--- src/rtl/program_loader.sv ---
// program_loader: turns a UART byte stream into instruction-memory writes.
// Each received byte is written one cycle later. Bytes are also assembled
// big-endian into words so that a word-aligned HALT instruction ends the
// load. Filling memory without a HALT raises an overflow flag instead.
module program_loader #(
  parameter int                 NB_DATA          = 32,
  parameter int                 NB_BYTE          = 8,
  parameter int                 N_INSTRUCTIONS   = 32,
  parameter int                 N_BYTE_REGISTERS = N_INSTRUCTIONS*4,
  parameter int                 NB_ADDRESS       = $clog2(N_BYTE_REGISTERS),
  parameter logic [NB_DATA-1:0] HALT_INSTRUCTION = 32'hFFFF_FFFF
) (
  input  logic                  i_clock,
  input  logic                  i_reset,
  input  logic                  i_start,
  input  logic [NB_BYTE-1:0]    i_rx_data,
  input  logic                  i_rx_valid,
  output logic [NB_BYTE-1:0]    o_write_data,
  output logic                  o_write_enable,
  output logic                  o_mem_clear,
  output logic [NB_ADDRESS:0]   o_byte_count,
  output logic                  o_load_done,
  output logic                  o_overflow
);

  typedef enum logic [2:0] {IDLE, CLEAR, RECEIVE, DONE, ERROR} state_t;

  localparam logic [NB_ADDRESS:0] FULL = (NB_ADDRESS+1)'(N_BYTE_REGISTERS);

  state_t               state;
  logic [NB_DATA-1:0]   word;
  logic [1:0]           phase;
  logic [NB_DATA-1:0]   next_word;
  logic [NB_ADDRESS:0]  next_count;

  // Word as it would look once the current byte is shifted in (first byte ends up in MSBs).
  assign next_word  = {word[NB_DATA-NB_BYTE-1:0], i_rx_data};
  // Count saturates at memory depth.
  assign next_count = (o_byte_count == FULL) ? o_byte_count : o_byte_count + 1'b1;

  // Load sequencer: all outputs are registered and strobes default low each cycle.
  always_ff @(posedge i_clock or posedge i_reset) begin
    if (i_reset) begin
      state          <= IDLE;
      word           <= '0;
      phase          <= '0;
      o_write_data   <= '0;
      o_write_enable <= 1'b0;
      o_mem_clear    <= 1'b0;
      o_byte_count   <= '0;
      o_load_done    <= 1'b0;
      o_overflow     <= 1'b0;
    end else begin
      o_write_enable <= 1'b0;
      o_mem_clear    <= 1'b0;
      case (state)
        IDLE: ;
        CLEAR: begin
          o_byte_count <= '0;
          word         <= '0;
          phase        <= '0;
          state        <= RECEIVE;
        end
        RECEIVE: begin
          if (i_rx_valid) begin
            o_write_data   <= i_rx_data;
            o_write_enable <= 1'b1;
            o_byte_count   <= next_count;
            word           <= next_word;
            phase          <= phase + 2'd1;
            // HALT wins when the final word both fills memory and matches.
            if (phase == 2'd3 && next_word == HALT_INSTRUCTION)
              state <= DONE;
            else if (next_count == FULL)
              state <= ERROR;
          end
        end
        // Flags rise one cycle after the last write and hold until restarted.
        DONE:    o_load_done <= 1'b1;
        ERROR:   o_overflow  <= 1'b1;
        default: state <= IDLE;
      endcase
      // A start pulse from any settled state (including mid-load) restarts;
      // it overrides anything above, so a coincident rx strobe is discarded.
      if (i_start && state != CLEAR) begin
        state          <= CLEAR;
        o_mem_clear    <= 1'b1;
        o_write_enable <= 1'b0;
        o_byte_count   <= '0;
        word           <= '0;
        phase          <= '0;
        o_load_done    <= 1'b0;
        o_overflow     <= 1'b0;
      end
    end
  end

endmodule

--- config.mk ---
export PLATFORM = sky130hd
export DESIGN_NAME = program_loader
export DESIGN_NICKNAME = d
export VERILOG_FILES = /design/src/rtl/program_loader.sv
export SDC_FILE = /design/constraint.sdc
export NUM_CORES = 1
export LEC_CHECK = 0
export ABC_AREA = 1
export BUFFER_PORTS_ARGS = -buffer_cell sky130_fd_sc_hd__buf_2
export CAP_MARGIN = 25
export CELL_PAD_IN_SITES_DETAIL_PLACEMENT = 1
export CELL_PAD_IN_SITES_GLOBAL_PLACEMENT = 1
export CORE_UTILIZATION = 42
export CTS_BUF_LIST = sky130_fd_sc_hd__clkbuf_4 sky130_fd_sc_hd__clkbuf_8 sky130_fd_sc_hd__clkbuf_16
export CTS_CLUSTER_SIZE = 24
export DETAILED_ROUTE_END_ITERATION = 12
export GPL_ROUTABILITY_DRIVEN = 0
export GPL_TIMING_DRIVEN = 0
export PLACE_DENSITY = 0.75
export SLEW_MARGIN = 20
export SYNTH_ARGS = -nofsm -noshare
export SYNTH_HDL_FRONTEND = slang
export SYNTH_SLANG_ARGS = --single-unit
--- constraint.sdc ---
create_clock -name i_clock -period 1.7 [get_ports i_clock]
set_input_delay 0.34 -clock i_clock [delete_from_list [all_inputs] [get_ports i_clock]]
set_output_delay 0.34 -clock i_clock [all_outputs]
set_load 0.005 [all_outputs]
# Yosys cells after proc, flatten, opt, wreduce, memory -nomap -nowiden
# Cells that the tools add are included.
# Widths: inputs -> output; s select.
[totals] out_inout_bits=20 word_cells=56 inputBits=12 regBits=49
[op_classes] n_mux=23 addsub=2 eq_ne=12 n_reduce_logical=10
[ops] op="$mux 24" count=2
[ops] op="$pmux 24 s2" count=1
[ops] op="$eq 32x32->1 const B" count=1
[ops] op="$mux 8" count=3
[ops] op="$eq 8x8->1 const B" count=2
[ops] op="$pmux 8 s2" count=1
[ops] op="$mux 3" count=4
[ops] op="$pmux 3 s3" count=1
[ops] op="$add 8x1->8 const B" count=1
[ops] op="$mux 1" count=8
[ops] op="$eq 3x2->1 const B" count=2
[ops] op="$mux 2" count=2
[ops] op="$ne 4x4->1 const B" count=1
[ops] op="$pmux 2 s2" count=1
[ops] op="$reduce_and 2->1" count=2
[ops] op="$reduce_bool 2->1" count=2
[ops] op="$eq 3x1->1 const B" count=1
[ops] op="$eq 3x3->1 const B" count=1
[ops] op="$logic_not 3->1" count=1
[ops] op="$ne 3x1->1 const B" count=1
[ops] op="$ne 3x3->1 const B" count=1
[ops] op="$reduce_and 3->1" count=1
[ops] op="$reduce_bool 3->1" count=1
[ops] op="$reduce_or 3->1" count=1
[ops] op="4 further kinds" count=5

# Logic depth before layout (Yosys ltp)
# Gate-level depths: netlist (run 1).
[depth] word_depth=8 depth_mapped=14 mapped_depth_nobuf=14

# Worst setup path before layout (run 1)
# No wires, ideal clock.
[synth_timing] path_kind="register to register" from="register o_byte_count[0]" to="register state[1]" t_arrival_ns=1.384 required_time_ns=1.583 stages_incl_launch_ff=14 synth_period_minus_slack_ns=1.501 path_buffers=0 setup_time_ns=0.117 path_slack_ns=0.199 path_cell_list="dfrtp_1 -> inv_1 -> ha_1 -> inv_1 -> nor2_2 -> nand2_1 -> nand2_1 -> nand3_1 -> nor2_1 -> nand2_1 -> nand2_2 -> nand2_1 -> nand2_1 -> nand2_1"
[synth_between] elab_chain_cells=5 word_cells_on_any_way=6 classes_between="add/sub (1); eq/ne (3); mux (1); reduce/logical (1)"
[synth_rtl] item="start: declaration" line_no="21" source="output logic [NB_ADDRESS:0] o_byte_count,"
[synth_rtl] item="start signal: assignment" line_no="68" source="o_byte_count <= next_count;"
[synth_rtl] item="$add 8x1->8 / $eq 8x8->1 (equally long branches)" line_no="39" source="assign next_count = (o_byte_count == FULL) ? o_byte_count : o_byte_count + 1'b1;"
[synth_rtl] item="$mux 8 (*)" line_no="39"
[synth_rtl] item="$eq 8x8->1 (*)" line_no="74" source="else if (next_count == FULL)"
[synth_rtl] item="$ne 4x4->1 (no source line) (*)"
[synth_rtl] item="$reduce_and 3->1 (no source line) (*)"
[synth_rtl] item="end signal: assignment" line_no="44" source="state <= IDLE;"
[synth_rtl] item="end signal: assignment" line_no="73" source="state <= DONE;"
[synth_rtl] item="end signal: assignment" line_no="75" source="state <= ERROR;"
[synth_rtl] item="end: declaration" line_no="30" source="state_t state;"
# Mark *: on every way between the ends. The rest lies on a longest branch, timed or not.
# A chain may end at the register's enable or synchronous reset.

# Worst setup path after layout (run 1)
[layout_timing] from="register o_byte_count[1]" to="register state[1]"
# The elaborated chain is that of the path after synthesis.

==> results of run 1 <==
[critical path: stages (launching register included)]
cell and delay, ps:
dfrtp_2 460, inv_2 70, ha_1 140, inv_2 40
nor2_4 120, nand2_2 110, nand2_2 100, nand3_2 80
nor2_1 90, nand2_1 70, nand2_2 90, nand2_1 50
nand2_1 50, nand2_1 50
[worst max-delay path by stage]
| stage | from | to | slack [ps] | depth (start not counted) |
|---|---|---|---|---|
| after floorplan | i_reset | o_byte_count[0]$_DFFE_PP0P_ | 190 | 1 |
| after global placement | i_reset | o_byte_count[4]$_DFFE_PP0P_ | -490 | 2 |
| after detailed placement | o_byte_count[0]$_DFFE_PP0P_ | state[1]$_DFFE_PP0P_ | -8 | 13 |
| after CTS | o_byte_count[0]$_DFFE_PP0P_ | state[1]$_DFFE_PP0P_ | 7 | 13 |
| after global routing | o_byte_count[1]$_DFFE_PP0P_ | state[1]$_DFFE_PP0P_ | -80 | 13 |
| final | o_byte_count[1]$_DFFE_PP0P_ | state[1]$_DFFE_PP0P_ | 50 | 13 |
[sequential cells by signal (all words and copies together), names as in the netlist]
| name | count |
|---|---|
| o_load_done | 1 |
| phase | 2 |
| o_mem_clear | 1 |
| o_byte_count | 8 |
| o_write_data | 8 |
| o_write_enable | 1 |
| state | 3 |
| o_overflow | 1 |
| word | 24 |
[layer usage]
| metal | GRT usage (%) | share of wire, % |
|---|---|---|
| met1 | 28.4 | 49 |
| met4 | 7.41 | 1.3 |
| met3 | 2.78 | 2.5 |
| met5 | 0 | 0 |
| met2 | 32.5 | 48 |
[cell usage in the layout, fill, tap and decap left out, types with 2 or more instances in the layout]
cell type  instances
nand3_2            3
o22ai_1           27
dfrtp_2            5
inv_2              9
nand2_1           53
nand2_2            8
clkbuf_8           5
inv_1             47
buf_2             32
nor2_4             2
nand4_1            2
o21ai_1            2
o21ai_0           18
dfrtp_1           44
nand3_1           14
xor2_1             2
nor2_1            17
buf_4              6
buf_6              2
ha_1               2
[area by class of cell]
class / count / share of cell area (%)
clock inverters: 2 / 1.28
well taps: 70 / 3.20
flip-flops and latches: 49 / 45.0
clock buffers: 5 / 2.51
repair buffers: 36 / 8.22
plain buffers: 7 / 1.96
inverters: 56 / 7.67
multi-input cells: 156 / 30.2
[cells by family (layout without fill, tap and decap cells)]
family / count (synthesis) / after routing / share of synthesized area [%]
AO/OA/AOI/OAI: 47 / 47 / 11.9
XOR/XNOR: 2 / 2 / 0.774
adder cells (fa/ha/maj): 3 / 3 / 1.66
buffers and inverters: 63 / 106 / 11.7
flip-flops: 49 / 49 / 54.1
multiplexers: 1 / 1 / 0.442
AND/OR/NAND/NOR: 103 / 103 / 19.4
[power by group through the flow]
stage / Sequential (mW) / Clock, mW / Combinational (mW)
2_1_floorplan: 1.46 / 0 / 0.458
3_3_place_gp: 1.45 / 0 / 0.728
3_5_place_dp: 1.46 / 0 / 0.755
4_1_cts: 1.44 / 0.819 / 0.758
5_1_grt: 1.45 / 0.858 / 0.932
6_report: 1.43 / 0.807 / 0.817
[through the flow]
step	total power [mW]	cells	worst slack, ps
floorplan	1.92	268	187
global route	3.24	381	-76.2
finish	3.06	381	51.7
CTS	3.01	377	7.16
global placement	2.18	369	-490
detailed placement	2.21	370	-7.60
[repair_timing]
item                                    4_1_cts  5_1_grt
pin swaps                                     0        4
buffers inserted                              0        4
endpoints found under the setup margin        1       10
gates resized for setup                       1       21
endpoints found under the hold margin         0        0
==> results.sh, run 1 <==
export IMPL_status="finished clean"
export IMPL_dpl_hpwl_um=3950
export IMPL_peakVddDrop_uv=506
export IMPL_rrSetupSlack_ps=50
export IMPL_synthTopCellsByArea="dfrtp_1 (54%), nand2_1 (9.9%), inv_1 (8.5%), o22ai_1 (7.5%), o21ai_0 (4.0%)"
export IMPL_leakage_nw=1.35
export IMPL_root_buffer="clkbuf_8"
export IMPL_worstPathRequired_ps=1900
export IMPL_clockBufferDepth=2
export IMPL_synth_net_count=283
export IMPL_postRouteAntennaNets=0
export IMPL_die_h_um=75.4
export IMPL_synth_ff_type="dfrtp_1"
export IMPL_portBuffers=31
export IMPL_maxCapViolations=0
export IMPL_swShare_pct=31.7
export IMPL_synth_seq_cells=49
export IMPL_switching_power_mw=0.969
export IMPL_area_growth_pct=21.0
export IMPL_synth_commonest_cells="nand2_1 (60), inv_1 (51), dfrtp_1 (49)"
export IMPL_p_comb_share_pct=26.7
export IMPL_rsz0062_at_grt="true"
export IMPL_yosysMostFrequentCell="nand2_1"
export IMPL_yosysUniqueCellTypes=23
export IMPL_crit_type="register to register"
export IMPL_fillerInstances=658
export IMPL_grt_pass1_wl_um=8590
export IMPL_io_pin_count=32
export IMPL_wl_per_cell_um=14.7
export IMPL_regArea_um2=1230
export IMPL_p_per_area_nw_per_um2=1120
export IMPL_first_pass_iters=4
export IMPL_tightest_slew_ps=645
export IMPL_insertion_delay_ps=300
export IMPL_start_util_pct=44.1
export IMPL_yosysSeqAreaShare_pct=54.1
export IMPL_antenna_found_initial=0
export IMPL_p_clk_share_pct=26.4
export IMPL_intPower_mw=2.09
export IMPL_grt_ovfl_total=0
export IMPL_synth_avg_cell_area_um2=8.45
export IMPL_worstHoldPathType="input port to asynchronous set/reset pin"
export IMPL_ys_warn_count=0
export IMPL_synthCells=268
export IMPL_cts_clk_slew_worst_paths_ps=90
export IMPL_num_vias=1912
export IMPL_viasPerCell=5.02
export IMPL_yosys_area_top_type_share_pct=54.1
export IMPL_cts_tree="done"
export IMPL_wl_um=5580
export IMPL_crit_path_start_kind="register"
export IMPL_clock_skew_ps=6.96
export IMPL_min_period_over_period_pct=97.0
export IMPL_r2r_cells=13
export IMPL_power_frac_seq_pct=46.9
export IMPL_synth_largest_area_cell="dfrtp_1"
export IMPL_async_flop_share_pct=100
export IMPL_antennaDiodeCount=0
export IMPL_critPathCaptureType="register"
export IMPL_core_um2=5140
export IMPL_grt_pass1_vias=1847
export IMPL_tns_ps=0
export IMPL_place_area_um2=2530
export IMPL_drc=0
export IMPL_worstPathMaxFanout=5
export IMPL_cts_sinks=49
export IMPL_fp_row_count=26
export IMPL_finish_instance_area_um2=2740
export IMPL_whs_ps=120
export IMPL_setup_violations_final=0
export IMPL_synth_edf_count=0
export IMPL_syn_area_um2=2260
export IMPL_fmax_mhz=607
export IMPL_fin_util_pct=53.3
export IMPL_die_w_um=75.4
export IMPL_slew_viol_final=0
export IMPL_cts_hold_buf=0
export IMPL_cts_buffers=5
export IMPL_die_area_um2=5690
export IMPL_htree_levels=2
export IMPL_drt_first_iter_violations=49
export IMPL_r2r_end="state[1]$_DFFE_PP0P_"
export IMPL_slew_headroom_pct=56.9
export IMPL_multi_input_area_um2=827
export IMPL_drive_gt1_share_pct=25.7
export IMPL_arrival_ps=1840
export IMPL_r2r_start="o_byte_count[1]$_DFFE_PP0P_"
export IMPL_grt_max_degree=29
export IMPL_layout_nets=326
export IMPL_period_needed_ps=1650
export IMPL_grt_use_total_pct=20.3
export IMPL_hold_viol=0
(Power assumes the default switching activity.)
==> inputs of run 2 (changes only) <==
Settings changed: CAP_MARGIN 25 to 15, REMOVE_ABC_BUFFERS set to 1.
==> results.sh, run 2 (synthesis gave the netlist of run 1 again) <==
export IMPL_rsz0062_at_grt="true"
export IMPL_cts_buffers=5
export IMPL_root_buffer="clkbuf_8"
export IMPL_mostFrequentLayoutCells="nand2_1 (50), inv_1 (46), dfrtp_1 (46)"
export IMPL_p_comb_share_pct=29.3
export IMPL_wl_met2_um=2880
export IMPL_drt_first_iter_violations=61
export IMPL_leakage_nw=1.37
export IMPL_worstHoldPathType="input port to asynchronous set/reset pin"
export IMPL_area_growth_pct=23.9
export IMPL_die_h_um=75.4
export IMPL_first_pass_iters=4
export IMPL_hold_viol=0
export IMPL_fp_row_count=26
export IMPL_grt_use_total_pct=21.0
export IMPL_layout_nets=322
export IMPL_p_per_area_nw_per_um2=1090
export IMPL_drive_gt1_share_pct=27.9
export IMPL_worstPathRequired_ps=1900
export IMPL_layoutNonFillerInstCount=378
export IMPL_min_period_over_period_pct=99.8
export IMPL_intPower_mw=1.96
export IMPL_die_w_um=75.4
export IMPL_crit_chain="inv_1, nand2_1, nor2_2, nand2_2, nand2_2, nand3_2, nor2_2, nand2_2, nand2_2, nand2_1, nand2_1, nand2_1"
export IMPL_largest_reg_flops=24
export IMPL_grt_pass1_vias=1825
export IMPL_tightest_slew_ps=697
export IMPL_met3_length_um=138
export IMPL_num_vias=1948
export IMPL_start_util_pct=44.1
export IMPL_grt_ovfl_total=0
export IMPL_clockBufferDepth=2
export IMPL_r2r_cells=12
export IMPL_power_frac_seq_pct=47.4
export IMPL_postRouteAntennaNets=0
export IMPL_top_register="word"
export IMPL_htree_levels=2
export IMPL_die_area_um2=5690
export IMPL_r2r_end="state[1]$_DFFE_PP0P_"
export IMPL_arrival_ps=1900
export IMPL_fin_util_pct=54.6
export IMPL_tns_ps=0
export IMPL_cts_clk_slew_worst_paths_ps=100
export IMPL_critPathCaptureType="register"
export IMPL_clock_skew_ps=6.58
export IMPL_wl_met1_um=2820
export IMPL_peakVddDrop_uv=477
export IMPL_antennaDiodeCount=0
export IMPL_dpl_hpwl_um=3590
export IMPL_grt_max_degree=31
export IMPL_topRoutingLayerUsed="met4"
export IMPL_status="finished clean"
export IMPL_fmax_mhz=589
export IMPL_crit_path_start_kind="register"
export IMPL_setup_violations_final=0
export IMPL_switching_power_mw=1.09
export IMPL_drc=0
export IMPL_dp_cells=363
export IMPL_rrSetupSlack_ps=3
export IMPL_cts_sinks=49
export IMPL_slew_headroom_pct=53.5
export IMPL_wl_um=5930
export IMPL_cp_slowest_cell="dfrtp_1"
export IMPL_insertion_delay_ps=300
export IMPL_cpPeakStageDelay_ps=450
export IMPL_final_common_cell="nand2_1"
export IMPL_grt_pass1_wl_um=8880
export IMPL_r2r_start="o_byte_count[3]$_DFFE_PP0P_"
export IMPL_slew_viol_final=0
export IMPL_wl_per_cell_um=15.7
export IMPL_swShare_pct=35.7
export IMPL_finalPower_mw=3.05
export IMPL_period_needed_ps=1700
export IMPL_cts_hold_buf=0
export IMPL_portBuffers=31
export IMPL_crit_type="register to register"
export IMPL_maxCapViolations=0
export IMPL_largest_registers="word: 24 flops, o_byte_count: 8 flops, o_write_data: 8 flops"
export IMPL_io_pin_count=32
export IMPL_whs_ps=130
export IMPL_antenna_found_initial=0
export IMPL_core_um2=5140
export IMPL_viasPerCell=5.15
export IMPL_cts_tree="done"
export IMPL_p_clk_share_pct=23.3
export IMPL_worstPathMaxFanout=6
==> run 2: layout make-up <==
| cell class | instances | area (µm²) |
|---|---|---|
| multi-input cells | 159 | 965 |
| clock inverters | 3 | 22.5 |
| well taps | 70 | 87.6 |
| fillers | 633 | 2330 |
| inverters | 56 | 215 |
| repair buffers | 36 | 216 |
| clock buffers | 5 | 68.8 |
| flip-flops and latches | 49 | 1230 |
==> run 2: worst max-delay path by stage <==
stage               slack, ps                     endpoint  depth (start not counted)                        start
floorplan                  70  o_byte_count[1]$_DFFE_PP0P_                          7         state[1]$_DFFE_PP0P_
global placement         -520         word[20]$_DFFE_PP0P_                          2                      i_reset
detailed placement       -550  o_byte_count[4]$_DFFE_PP0P_                          7         state[1]$_DFFE_PP0P_
CTS                         8         state[1]$_DFFE_PP0P_                         13  o_byte_count[1]$_DFFE_PP0P_
global route              -70         state[1]$_DFFE_PP0P_                         13  o_byte_count[1]$_DFFE_PP0P_
finish                      3         state[1]$_DFFE_PP0P_                         12  o_byte_count[3]$_DFFE_PP0P_
==> run 2: power groups by stage <==
stage | Clock, mW | Combinational, mW | Sequential [mW]
6_report | 0.711 | 0.893 | 1.44
5_1_grt | 0.767 | 1.01 | 1.47
4_1_cts | 0.720 | 0.772 | 1.43
3_5_place_dp | 0 | 0.687 | 1.46
3_3_place_gp | 0 | 0.660 | 1.45
2_1_floorplan | 0 | 0.409 | 1.46
==> run 2: metrics by stage <==
stage	area (µm²)	setup slack [ps]
2_1_floorplan	2210	68.4
3_3_place_gp	2450	-518
3_5_place_dp	2480	-547
4_1_cts	2640	8.41
5_1_grt	2810	-69.7
6_report	2810	3.11
==> run 2: timing repair <==
action | 4_1_cts | 5_1_grt
buffers inserted | 1 | 4
pin swaps | 0 | 16
cloned | 1 | 2
hold endpoints to repair | 0 | 0
gates resized for setup | 8 | 36
endpoints found under the setup margin | 36 | 37
==> run 2: routing by layer <==
metal	vias to the layer above	global-route usage [%]
li1	940	-
met1	967	29.0
met2	34	34.2
met3	7	2.78
met4	0	7.41
met5	-	0
==> run 2: critical path, delay by kind of cell (launching register included) <==
family | cells | cell delay [ps]
buf+inv | 1 | 130
flops | 1 | 450
simple gates | 11 | 1000
==> inputs of run 3 (changes only) <==
Clock period 1.7 ns to 1.95 ns, I/O delays scaled along.
==> results.sh, run 3 (synthesis gave the netlist of run 1 again) <==
export IMPL_status="finished clean"
export IMPL_layoutNonFillerInstCount=371
export IMPL_fillerInstances=650
export IMPL_whs_ps=183
export IMPL_dp_cells=363
export IMPL_period_needed_ps=1720
export IMPL_crit_type="register to register"
export IMPL_largest_registers="word: 24 flops, o_byte_count: 8 flops, o_write_data: 8 flops"
export IMPL_antennaDiodeCount=0
export IMPL_crit_path_start_kind="register"
export IMPL_cts_setup_buffers=0
export IMPL_power_frac_seq_pct=50.8
export IMPL_wl_um=5020
export IMPL_critPathCaptureType="register"
export IMPL_mostFrequentLayoutCells="nand2_1 (59), inv_1 (50), dfrtp_1 (49)"
export IMPL_grt_ovfl_total=0
export IMPL_intPower_mw=1.64
export IMPL_fp_row_count=26
export IMPL_top_register="word"
export IMPL_hold_viol=0
export IMPL_clockBufferDepth=2
export IMPL_cts_clk_slew_worst_paths_ps=90
export IMPL_die_w_um=75.4
export IMPL_htree_levels=2
export IMPL_die_h_um=75.4
export IMPL_portBuffers=31
export IMPL_setup_violations_final=0
export IMPL_io_pin_count=32
export IMPL_final_common_cell="nand2_1"
export IMPL_worstPathRequired_ps=2130
export IMPL_min_period_over_period_pct=88.2
export IMPL_core_um2=5140
export IMPL_viasPerCell=5.00
export IMPL_dpl_hpwl_um=3590
export IMPL_drive_gt1_share_pct=17.6
export IMPL_insertion_delay_ps=300
export IMPL_p_per_area_nw_per_um2=950
export IMPL_clock_skew_ps=4.41
export IMPL_r2r_cells=7
export IMPL_r2r_end="o_byte_count[5]$_DFFE_PP0P_"
export IMPL_root_buffer="clkbuf_8"
export IMPL_cts_buffers=5
export IMPL_setup_worst_path_end="o_byte_count[5]$_DFFE_PP0P_"
export IMPL_worstHoldPathType="input port to asynchronous set/reset pin"
export IMPL_postRouteAntennaNets=0
export IMPL_p_clk_share_pct=24.8
export IMPL_cts_sinks=49
export IMPL_wl_per_cell_um=13.5
export IMPL_peakVddDrop_uv=375
export IMPL_first_pass_iters=4
export IMPL_largest_reg_flops=24
export IMPL_leakage_nw=1.31
export IMPL_r2r_start="state[1]$_DFFE_PP0P_"
export IMPL_maxCapViolations=0
export IMPL_rsz0062_at_grt="false"
export IMPL_grt_use_total_pct=19.4
export IMPL_slew_viol_final=0
export IMPL_arrival_ps=1900
export IMPL_grt_max_degree=35
export IMPL_switching_power_mw=0.825
export IMPL_swShare_pct=33.5
export IMPL_drc=0
export IMPL_rrSetupSlack_ps=230
export IMPL_area_growth_pct=14.3
export IMPL_slew_headroom_pct=54.2
export IMPL_num_vias=1854
export IMPL_cts_hold_buf=0
export IMPL_tightest_slew_ps=686
export IMPL_worstPathMaxFanout=29
export IMPL_start_util_pct=44.1
export IMPL_die_area_um2=5690
export IMPL_grt_pass1_wl_um=8260
export IMPL_worstSetupStartpoint="state[1]$_DFFE_PP0P_"
export IMPL_cts_tree="done"
export IMPL_antenna_found_initial=0
export IMPL_finalPower_mw=2.46
export IMPL_grt_pass1_vias=1788
export IMPL_tns_ps=0
export IMPL_p_comb_share_pct=24.4
export IMPL_layout_nets=315
export IMPL_drt_first_iter_violations=71
export IMPL_fmax_mhz=581
run 3: cell count changes in the layout (fill, tap and decap cells not counted), sizes merged:
| cell | delta |
|---|---|
| buf | -4 |
| nand3b | -3 |
run 3: per-stage QoR:
stage / setup slack (ps) / utilization, % / instance area, µm²
after floorplan: 318 / - / 2210
after global placement: -316 / 47.7 / 2450
after detailed placement: -297 / 48.3 / 2480
after CTS: 3.82 / 50.3 / 2580
after global routing: 52.2 / 50.4 / 2590
final: 230 / 50.4 / 2590
run 3: power by group through the flow:
stage | Combinational [mW] | Clock [mW] | Sequential [mW]
floorplan | 0.357 | 0 | 1.27
global placement | 0.575 | 0 | 1.26
detailed placement | 0.599 | 0 | 1.27
CTS | 0.613 | 0.628 | 1.25
global route | 0.706 | 0.666 | 1.27
finish | 0.601 | 0.610 | 1.25
run 3: how the worst min path moves through the flow:
stage / start / cells past startpoint / end
6_report: i_reset / 2 / state[2]$_DFFE_PP0P_
5_1_grt: i_reset / 2 / o_write_enable$_DFF_PP0_
4_1_cts: i_reset / 2 / o_write_data[7]$_DFFE_PP0P_
3_5_place_dp: o_write_data[4]$_DFFE_PP0P_ / 2 / o_write_data[4]$_DFFE_PP0P_
3_3_place_gp: o_write_data[4]$_DFFE_PP0P_ / 2 / o_write_data[4]$_DFFE_PP0P_
2_1_floorplan: phase[0]$_DFFE_PP0P_ / 1 / phase[0]$_DFFE_PP0P_
run 3: metal layers:
| layer | GRT usage, % | wire (µm) |
|---|---|---|
| met5 | 0 | 0 |
| met4 | 6.17 | 51 |
| met3 | 2.78 | 138 |
| met2 | 32.3 | 2350 |
| met1 | 26.2 | 2480 |
run 3: critical path, cell delays in order, from the launching register on:
cell and delay (ps):
dfrtp_1 440, inv_2 60, nand3_1 170, nand2_1 240, nand2_4 360, inv_2 150, nand2_1 90, o21ai_0 70
run 3: timing repair:
action	CTS	global route
resized for setup	2	1
endpoints found under the hold margin	0	0
endpoints found under the setup margin	35	6
run 3: area by class of cell:
cell class	instances	area [µm²]	share of cell area [%]
Clock buffer	5	68.8	2.66
Clock inverter	3	22.5	0.870
Inverter	56	210	8.12
Multi-Input combinational cell	156	791	30.5
Sequential cell	49	1230	47.4
Tap cell	70	87.6	3.38
Timing Repair Buffer	32	183	7.06
